### src/rtl/dem_pkg.sv
// Shared types, constants and the signed clip helper for the DEM loop-filter slice.
package dem_pkg;

    localparam int ACC_W_DEF = 12;
    localparam int LFV_W_DEF = 8;

    typedef enum int {
        ORDER_FIRST  = 1,
        ORDER_SECOND = 2
    } order_e;

    typedef logic signed [ACC_W_DEF-1:0] acc_t;
    typedef logic signed [LFV_W_DEF-1:0] lfv_t;

    // Clip a signed value into the two's-complement range of a 'width'-bit word (width <= 31).
    function automatic logic signed [31:0] sat_signed(input logic signed [31:0] value,
                                                       input int                 width);
        logic signed [31:0] hi;
        logic signed [31:0] lo;
        hi = (32'sd1 <<< (width - 1)) - 32'sd1;
        lo = -hi - 32'sd1;
        if (value > hi)
            return hi;
        else if (value < lo)
            return lo;
        else
            return value;
    endfunction

endpackage

### src/rtl/dem_sat_accum.sv
// Signed saturating accumulator; exposes the post-add value combinationally so a
// following stage (or the output clip) can use it in the same sample.
module dem_sat_accum #(
    parameter int W = 12
) (
    input  logic                clk_i,
    input  logic                en_i,
    input  logic                clr_i,
    input  logic signed [W-1:0] add_i,
    output logic signed [W-1:0] nxt_o,
    output logic                sat_o
);

    localparam logic signed [W-1:0] ACC_MAX = {1'b0, {(W-1){1'b1}}};
    localparam logic signed [W-1:0] ACC_MIN = {1'b1, {(W-1){1'b0}}};

    logic signed [W-1:0] r_acc;
    logic        [W:0]   w_sum;

    // One guard bit: overflow shows up as the top two sum bits disagreeing.
    assign w_sum = {add_i[W-1], add_i} + {r_acc[W-1], r_acc};
    assign sat_o = w_sum[W] ^ w_sum[W-1];

    // NOTE: every branch assigns nxt_o, so this stays purely combinational (no latch).
    always_comb begin
        nxt_o = w_sum[W-1:0];
        if (sat_o)
            nxt_o = w_sum[W] ? ACC_MIN : ACC_MAX;
    end

    // NOTE: state registers use non-blocking assignment; clear wins over enable.
    always_ff @(posedge clk_i) begin
        if (clr_i)
            r_acc <= '0;
        else if (en_i)
            r_acc <= nxt_o;
    end

endmodule

### src/rtl/dem_loop_filter.sv
// Mismatch-shaping loop filter for one DEM switching-block node, with a node
// conservation checker (x_out1 + x_out2 must equal x_in) and saturating error count.
module dem_loop_filter
    import dem_pkg::*;
#(
    parameter int WIDTH     = 8,
    parameter int ORDER     = ORDER_SECOND,
    parameter int ACC_W     = ACC_W_DEF,
    parameter int ERR_CNT_W = 8
) (
    input  logic                 clk_i,
    input  logic                 reset_i,
    input  logic                 valid_i,
    input  logic [WIDTH-1:0]     s_in_i,
    input  logic [WIDTH-1:0]     x_in_i,
    input  logic [WIDTH-1:0]     x_out1_i,
    input  logic [WIDTH-1:0]     x_out2_i,
    output logic [WIDTH-1:0]     loop_filter_value_o,
    output logic                 valid_o,
    output logic                 sat_o,
    output logic                 mismatch_err_o,
    output logic [ERR_CNT_W-1:0] err_count_o
);

    logic signed [ACC_W-1:0]     w_s_ext;
    logic signed [ACC_W-1:0]     w_stage_in  [ORDER];
    logic signed [ACC_W-1:0]     w_stage_nxt [ORDER];
    logic        [ORDER-1:0]     w_stage_sat;
    logic signed [ACC_W-1:0]     w_y;
    logic signed [31:0]          w_y_ext;
    logic signed [31:0]          w_clipped;
    logic        [WIDTH-1:0]     w_lfv_next;
    logic                        w_out_clip;
    logic        [WIDTH:0]       w_branch_sum;
    logic                        w_mismatch;

    logic        [WIDTH-1:0]     r_lfv;
    logic                        r_valid;
    logic                        r_sat;
    logic                        r_mismatch;
    logic        [ERR_CNT_W-1:0] r_err_count;

    assign w_s_ext = {{(ACC_W-WIDTH){s_in_i[WIDTH-1]}}, s_in_i};

    // Stage 0 integrates s; each later stage integrates the previous stage's new value.
    for (genvar k = 0; k < ORDER; k++) begin : g_stage
        if (k == 0) begin : g_first
            assign w_stage_in[k] = w_s_ext;
        end else begin : g_chain
            assign w_stage_in[k] = w_stage_nxt[k-1];
        end

        dem_sat_accum #(.W(ACC_W)) u_acc (
            .clk_i (clk_i),
            .en_i  (valid_i),
            .clr_i (reset_i),
            .add_i (w_stage_in[k]),
            .nxt_o (w_stage_nxt[k]),
            .sat_o (w_stage_sat[k])
        );
    end

    assign w_y        = w_stage_nxt[ORDER-1];
    assign w_y_ext    = {{(32-ACC_W){w_y[ACC_W-1]}}, w_y};
    assign w_clipped  = sat_signed(w_y_ext, WIDTH);
    assign w_lfv_next = w_clipped[WIDTH-1:0];
    assign w_out_clip = (w_clipped != w_y_ext);

    // Sum is one bit wider than the codes, so a carry out is a real mismatch.
    assign w_branch_sum = {1'b0, x_out1_i} + {1'b0, x_out2_i};
    assign w_mismatch   = (w_branch_sum != {1'b0, x_in_i});

    always_ff @(posedge clk_i) begin
        if (reset_i) begin
            r_lfv       <= '0;
            r_valid     <= 1'b0;
            r_sat       <= 1'b0;
            r_mismatch  <= 1'b0;
            r_err_count <= '0;
        end else begin
            r_valid    <= valid_i;
            r_sat      <= valid_i & ((|w_stage_sat) | w_out_clip);
            r_mismatch <= valid_i & w_mismatch;
            if (valid_i) begin
                r_lfv <= w_lfv_next;
                if (w_mismatch && (r_err_count != '1))
                    r_err_count <= r_err_count + ERR_CNT_W'(1);
            end
        end
    end

    assign loop_filter_value_o = r_lfv;
    assign valid_o             = r_valid;
    assign sat_o               = r_sat;
    assign mismatch_err_o      = r_mismatch;
    assign err_count_o         = r_err_count;

endmodule
### config.mk
export PLATFORM = sky130hd
export DESIGN_NAME = dem_loop_filter
export DESIGN_NICKNAME = d
export VERILOG_FILES = /design/src/rtl/dem_pkg.sv /design/src/rtl/dem_sat_accum.sv /design/src/rtl/dem_loop_filter.sv
export SDC_FILE = /design/constraint.sdc
export NUM_CORES = 1
export LEC_CHECK = 0
export CAP_MARGIN = 0
export CORE_ASPECT_RATIO = 0.9
export CORE_MARGIN = 1
export CORE_UTILIZATION = 55
export CTS_BUF_LIST = sky130_fd_sc_hd__clkbuf_8
export DETAILED_ROUTE_END_ITERATION = 10
export PLACE_DENSITY = 0.78
export SLEW_MARGIN = 20
export SYNTH_ARGS = -nofsm -noshare
export SYNTH_HDL_FRONTEND = slang
export SYNTH_HIERARCHICAL = 1
export SYNTH_SLANG_ARGS = --single-unit
### constraint.sdc
create_clock -name clk_i -period 10.3 [get_ports clk_i]
set_clock_uncertainty 0.05 [all_clocks]
set_input_delay 1.03 -clock clk_i [delete_from_list [all_inputs] [get_ports clk_i]]
set_output_delay 1.03 -clock clk_i [all_outputs]
set_load 0.01 [all_outputs]
; ---- After elaboration in Yosys (flattened, before gate mapping)
; Cells that the tools add are included.
; W data, S select, Z words.
[totals]
word_cells = 30
regBits = 43
inputBits = 35
[op_classes]
muxes = 6
n_bitwise = 5
n_lt_le_gt_ge = 2
n_addsub = 4
n_eq_ne = 3
reduce_logical = 3
[op_table]
columns = cell, n
row1 = $mux W32, 2
row2 = $mux W12, 4
row3 = $ne A32 B12 Y1, 1
row4 = $add A12 B12 Y13, 1
row5 = $add A8 B12 Y13, 1
row6 = $gt A12 B8 Y1 const B, 1
row7 = $lt A12 B8 Y1 const B, 1
row8 = $add A8 B8 Y9, 1
row9 = $ne A9 B8 Y1, 1
row10 = $add A8 B1 Y8 const B, 1
row11 = $ne A8 B8 Y1 const B, 1
row12 = $and A1 B1 Y1, 2
row13 = $reduce_and A2 Y1, 1
row14 = $reduce_or A2 Y1, 1
row15 = $xor A1 B1 Y1, 2
row16 = $logic_and A1 B1 Y1, 1
row17 = $or A1 B1 Y1, 1

; ---- Logic depth before layout (Yosys ltp)
; Gate-level depths: netlist of run 1.
[depth]
word_depth = 12
depth_mapped = 25
mapped_depth_nobuf = 23

; ---- By module
; The synthesis of run 1 kept the hierarchy.
[modules_own_cells]
columns = mod, n_inst, area_each_um2, cells_per_inst, seq_area_each_um2
row1 = dem_sat_accum, 2, 1251.2, 154, 240.2
row2 = dem_loop_filter, 1, 1285.0, 146, 380.4

; ---- Worst setup path before layout of run 1
; OpenSTA, ideal clock, no wires.
[synth_path]
path_kind = in2reg
startpoint = in s_in_i[0]
endpoint = reg r_lfv[7] (netlist: loop_filter_value_o[7])
t_arrival_ps = 5521
path_slack_ps = 4659
cell_stages = 21
path_buffers = 2
path_cell_list = ha_1 -> fa_1 -> nand3_1 -> a21oi_1 -> o21ai_0 -> nand2_1 -> buf_2 -> o21a_1 -> nor2b_1 -> ha_1 -> fa_1 -> nand3_1 -> a21oi_1 -> o21ai_0 -> nand2_1 -> buf_2 -> o211ai_1 -> nand2b_1 -> o41ai_1 -> o211ai_1 -> a21oi_1
[synth_lines]
columns = item, line
row1 = "start, declared", dem_loop_filter.sv:14  ; input logic [WIDTH-1:0] s_in_i,
row2 = "end signal, assigned", dem_loop_filter.sv:85  ; r_lfv <= w_lfv_next;
row3 = "end, declared", dem_loop_filter.sv:37  ; logic [WIDTH-1:0] r_lfv;

==> metrics.txt, run 1 <==
outcome finished, final reports clean; Hold Buf Count CTS 0; die area 7220 sq um; Tightest Pin Transition 688 ps; first-pass GRT wire length 15,000 um; Skew-Pair Late Insertion Delay 300 ps; nets 570; synth top area cells dfxtp_1 (23%), ha_1 (11%), nand2b_1 (4.8%); Worst Setup Slack, final 4090 ps; Worst R2R Setup Slack 4970 ps; initial antenna violation count 0; most common cell in the netlist nor2_1; syn nets 526; via count 3,545; area leader, netlist dfxtp_1; Top FF cell, synth dfxtp_1; Post-synth ARST share 0%; max-cap viol count 0; DRC viols 0; post_cts resized 0; RSZ-0062 raised after global routing no; Die H 80.7 um; drt total wl 9250 um; synth cell count leaders nor2_1 (47), dfxtp_1 (43), ha_1 (34); Area Growth Syn to Fin 16.6%; fin crit share 60.3%; min-delay worst type reg -> reg; register area share after synthesis 22.7%; maximum fanout along the worst path 14; worst reg2reg path depth 20; Rows 28; Cell Pwr Density 271 nW/um^2; Synth Area per Inst 8.34 sq um; DR iter-0 viols 266; detailed placer's ending HPWL 7010 um; final count of negative-setup-slack endpoints 0; Worst R2R End loop_filter_value_o[1]; total track usage 26.6%; largest net degree at the start of global routing 51; core footprint 6620 sq um; number of clock sinks 43; htree depth 2; post-CTS setup buffers 0; vias per inst 6.02; Final TNS setup 0 ps; Setup crit end loop_filter_value_o[1]; number of flops mapped to enable cells by yosys 0; Synth top area share 22.7%; WL/cell 15.7 um; leak pwr 0.00171 uW; total number of yosys warnings 6; CTS tree done; Post-DRT Antenna Nets 0; final core utilization 66.7%; fmax 0.161 GHz; Required @ worst endpoint 10,450 ps; # diodes 0; vias in the first global route 3,248; CTS max path bufs 2; min cycle time layout 6210 ps; Relative slew margins 54.2%; pre-CTS setup slack 3890 ps; gr ovfl total 0; DRT Pass-1 Iters 4; CP Capture Type register; Reg2Reg Launch Point g_stage[0].u_acc/r_acc[0]; Clock Pin Slew Worst Setup and Hold Paths 80 ps; Initial Util 57.2%; Mapped Area 3790 sq um; Die Wd 89.5 um; cells after synthesis 454; Root Buffer clkbuf_8; IO Pins 54; Synth cell types 60; Fin. Hold Viols 0; Critical Path AT 6360 ps; VDD IR max 0.000282 V; Setup CP Type in -> reg; layout cells sized above 1 7.41%; crit path from s_in_i[0]; Final Slew Violations 0; CTS buffer count 5; Critical Path Source Type primary input; synthesized flop and latch total 43; port bufs 53; GPL Wtd Cong 0.987
cell usage in the layout (no fill, tap or decap), drive strengths merged, types with 7 or more instances in the layout:
master         netlist  final
xnor2               17     17
nand2b              29     29
a21o                 7      7
a21oi               24     24
nand3               20     20
o21ai               11     11
o211ai              18     18
inv                 20     21
ha                  34     34
nor2                47     47
nor2b                9      9
a311oi               9      9
clkdlybuf4s50        0     53
xor2                11     11
nor3                12     12
o2111ai              8      8
nand2               23     23
a211oi              27     27
dfxtp               43     43
critical path, cell delays in order:
cell and delay, ps:
clkdlybuf4s50_1 440, ha_1 240, fa_1 410, nand3_1 170
a21oi_1 100, o21ai_0 240, nand2_1 330, o211ai_1 390
nand2b_1 150, ha_1 370, a21oi_1 170, nor2_1 60
nor4b_1 350, nand2_1 370, o211ai_1 380, nand2b_1 120
and3_1 190, nand3_1 90, ha_1 300, nand2b_1 180
a311oi_1 290
report_power, final:
part / total, uW / switching [uW] / internal [uW]
Combinational: 858 / 505 / 353
Clock: 108 / 61.7 / 46.5
Sequential: 230 / 25.1 / 205
per-stage QoR:
stage          cells  total power (uW)  area [sq um]  hold slack [ps]
2_1_floorplan    454               899          3790              404
3_3_place_gp     581              1060          4330              410
3_5_place_dp     581              1070          4330              431
4_1_cts          589              1190          4410              443
5_1_grt          589              1300          4410              463
6_report         589              1200          4410              441
worst min-delay path by stage:
stage | from | to | slack [ps] | cells after the start
global placement | loop_filter_value_o[7] | loop_filter_value_o[7] | 410 | 2
CTS | g_stage[1].u_acc/r_acc[5] | g_stage[1].u_acc/r_acc[5] | 440 | 2
floorplan | g_stage[0].u_acc/r_acc[0] | g_stage[0].u_acc/r_acc[0] | 400 | 2
detailed placement | g_stage[1].u_acc/r_acc[5] | g_stage[1].u_acc/r_acc[5] | 430 | 2
finish | loop_filter_value_o[4] | loop_filter_value_o[4] | 440 | 2
global route | loop_filter_value_o[2] | loop_filter_value_o[2] | 460 | 2
state kept, by name (all words and copies together) (netlist names):
| register | flops |
|---|---|
| mismatch_err_o | 1 |
| g_stage.u_acc/r_acc | 24 |
| valid_o | 1 |
| err_count_o | 8 |
| loop_filter_value_o | 8 |
| sat_o | 1 |
metal layers:
metal	GRT usage [%]	part of all wire, %
met1	35.6	47
met2	45.6	47
met3	3.70	5.3
met4	5.56	0.76
met5	0	0
layout make-up:
cell class                      count  area [sq um]
Tap cell                           90           113
Timing Repair Buffer               56           553
Fill cell                         549          2210
Multi-Input combinational cell    372          2730
Clock buffer                        5          68.8
Sequential cell                    43           861
Clock inverter                      3          16.3
Inverter                           20          75.1
cell families after synthesis:
| kind of cell | count (synthesis) | share of synthesized area (%) |
|---|---|---|
| adders and majority gates | 37 | 12.8 |
| xor gates and xnor gates | 28 | 6.47 |
| muxes | 3 | 0.859 |
| and+or+nand+nor | 168 | 23.7 |
| AOI/OAI and AO/OA | 136 | 28.2 |
| DFF | 43 | 22.7 |
| buffers and inverters | 39 | 5.25 |
Note: power is estimated with default switching activity, not from simulation.
==> inputs of run 2 (changes only) <==
clock period = 6.5 ns   (was 10.3 ns; I/O delays follow)
==> run 2 against run 1 <==
First-iteration DRC count shrank 35%; design area grew 0.62%; sequential share of layout area shrank 0.12 points; power grew 62%; sequential power grew 58%; register-to-register slack lost 3800 ps; critical path type unchanged; utilization grew 0.42 points; largest cell class unchanged; cell count is the same; critical endpoint is now loop_filter_value_o[6]; clock-buffer cell count is the same.
==> metrics.txt, run 2 (synthesis results as in run 1) <==
Root Buffer clkbuf_8; hold path endpoint loop_filter_value_o[5]; via count 3,568 (+0.65%); GPL Wtd Cong 0.912 (-7.6%); # diodes 0 (unchanged); Initial Util 57.2% (unchanged); Area Growth Syn to Fin 17.3%; CTS buffer count 5 (unchanged); port bufs 53 (unchanged); RSZ-0062 raised after global routing no; vias in the first global route 3,261 (+0.40%); htree depth 2 (unchanged); Final Hold Slack 438 ps (-3.06 ps); post_cts resized 0 (unchanged); Post-DRT Antenna Nets 0 (unchanged); initial antenna violation count 0 (unchanged); Switching Power 933 uW (+58%); Fin. Hold Viols 0 (unchanged); post-CTS setup buffers 0 (unchanged); Critical Path AT 6030 ps (-330 ps); Required @ worst endpoint 6660 ps (-3790 ps); Final TNS setup 0 ps (unchanged); slowest library cell on the worst path clkdlybuf4s50_1; min cycle time layout 5880 ps; max-cap viol count 0 (unchanged); buffers and inverters on the worst path 1 (unchanged); maximum fanout along the worst path 14 (unchanged); kind of cell adding the most delay to the critical path compound AO/OA/AOI/OAI gates; commonest non-fill, non-tap cell in the layout clkdlybuf4s50_1; detailed placer's ending HPWL 7140 um (+1.9%); min-delay worst type reg -> reg; CP Capture Type register; layout cells sized above 1 7.62% (+0.20 points); Worst R2R End loop_filter_value_o[6]; Biggest register g_stage.u_acc/r_acc; WL/cell 15.7 um (+0.29%); DRT Pass-1 Iters 5 (+1); IO Pins 54 (unchanged); Hold Buf Count CTS 0 (unchanged); Die Wd 89.5 um (unchanged); CTS tree done; Cell Pwr Density 435 nW/um^2 (+61%); number of clock sinks 43 (unchanged); sw frac 48.3% (-1.2 points); nets 570 (unchanged); drt total wl 9270 um (+0.29%); crit path from s_in_i[7]; Reg2Reg Launch Point g_stage[0].u_acc/r_acc[0]; HP Start loop_filter_value_o[5]; cells along the critical path clkdlybuf4s50_1, ha_1, a21oi_2, o21ai_1, o21ai_0, nand2_1, o211ai_1, nand2b_1, ha_1, a21oi_2, o21ai_1, o21ai_0, nand2_1, o211ai_1, nand2b_1, and3_1, nand3_1, ha_1, nand2b_1, a311oi_1; Relative slew margins 47.8% (-6.4 points); CTS max path bufs 2 (unchanged); Tightest Pin Transition 781 ps (+93.2 ps); clock share of power 10.9% (+1.9 points); # fillers 557 (+1.5%); worst reg2reg path depth 20 (unchanged); vias per inst 6.06 (+0.65%); Rows 28 (unchanged); max FFs per register 24 (unchanged); core footprint 6620 sq um (unchanged); first-pass GRT wire length 14,800 um (-1.0%); DR iter-0 viols 174 (-35%); gr ovfl total 0 (unchanged); Hold Path Stages 2 (unchanged); Clock Pin Slew Worst Setup and Hold Paths 90 ps (about the same); total track usage 26.2% (-0.39 points); final count of negative-setup-slack endpoints 0 (unchanged); VDD IR max 0.000481 V (+71%); outcome finished, final reports clean; DRC viols 0 (unchanged); fin crit share 90.4%; Skew-Pair Late Insertion Delay 300 ps (about the same); Critical Path Source Type primary input; largest net degree at the start of global routing 44 (-14%); leak pwr 0.00172 uW (+0.75%); sequential power share 18.8% (-0.4 points); Final Slew Violations 0 (unchanged); most frequent cells in the layout clkdlybuf4s50_1 (53), nor2_1 (47), dfxtp_1 (43); Setup CP Type in -> reg; CP peak stage delay 510 ps (+70 ps); Gate power share 70.3% (-1.5 points); Pint 999 uW (+65%); die area 7220 sq um (unchanged); fmax 0.170 GHz; Worst R2R Setup Slack 1150 ps (-3820 ps); Die H 80.7 um (unchanged)
[run 2: cell count changes in the layout (fill, tap and decap cells not counted)]
cell,change
inv_1,-1
clkinvlp_4,-1
bufinv_16,+1
clkinv_4,+1
[run 2: worst reg2reg max path, stage by stage (launching register included)]
cell	delay (ps)
dfxtp_1	320
ha_1	210
fa_1	410
nand3_1	160
a21oi_1	100
o21ai_0	230
nand2_1	340
o211ai_1	380
nand2b_1	150
ha_1	450
a21oi_2	270
o21ai_1	120
o21ai_0	250
nand2_1	310
o211ai_1	370
nand2b_1	130
and3_1	180
nand3_1	90
ha_1	300
nand2b_1	190
a311oi_1	270
[run 2: power by group through the flow]
| stage | logic, uW | clock network, uW | registers [uW] |
|---|---|---|---|
| 2_1_floorplan | 1060 | 0 | 366 |
| 3_3_place_gp | 1320 | 0 | 368 |
| 3_5_place_dp | 1330 | 0 | 370 |
| 4_1_cts | 1340 | 217 | 364 |
| 5_1_grt | 1500 | 226 | 370 |
| 6_report | 1360 | 210 | 363 |
[run 2: final cells by class]
| class | instances | area, sq um | area share, % |
|---|---|---|---|
| Tap cell | 90 | 113 | 2.54 |
| Sequential cell | 43 | 861 | 19.4 |
| Clock buffer | 5 | 68.8 | 1.55 |
| Inverter | 20 | 75.1 | 1.69 |
| Timing Repair Buffer | 56 | 553 | 12.5 |
| Multi-Input combinational cell | 372 | 2730 | 61.4 |
| Clock inverter | 3 | 43.8 | 0.986 |
[run 2: worst max-delay path by stage]
stage	to	slack, ps	depth (start not counted)
6_report	loop_filter_value_o[6]	620	20
3_3_place_gp	loop_filter_value_o[4]	590	21
4_1_cts	loop_filter_value_o[6]	740	20
3_5_place_dp	loop_filter_value_o[0]	450	20
5_1_grt	loop_filter_value_o[6]	120	20
2_1_floorplan	loop_filter_value_o[7]	1240	21
[run 2: through the flow]
stage | setup slack (ps) | total power, uW | instances | cell area [sq um] | util [%]
2_1_floorplan | 1240 | 1430 | 454 | 3790 | -
3_3_place_gp | 588 | 1690 | 581 | 4330 | 65.4
3_5_place_dp | 455 | 1700 | 581 | 4330 | 65.4
4_1_cts | 736 | 1920 | 589 | 4440 | 67.1
5_1_grt | 117 | 2090 | 589 | 4440 | 67.1
6_report | 622 | 1930 | 589 | 4440 | 67.1
[run 2: metal layers]
| layer | vias up | routed length (um) | GRT usage, % |
|---|---|---|---|
| met4 | 0 | 191 | 8.89 |
| met1 | 1639 | 4250 | 34.7 |
| met5 | - | 0 | 0 |
| met3 | 16 | 532 | 3.39 |
| li1 | 1783 | - | - |
| met2 | 130 | 4300 | 43.8 |
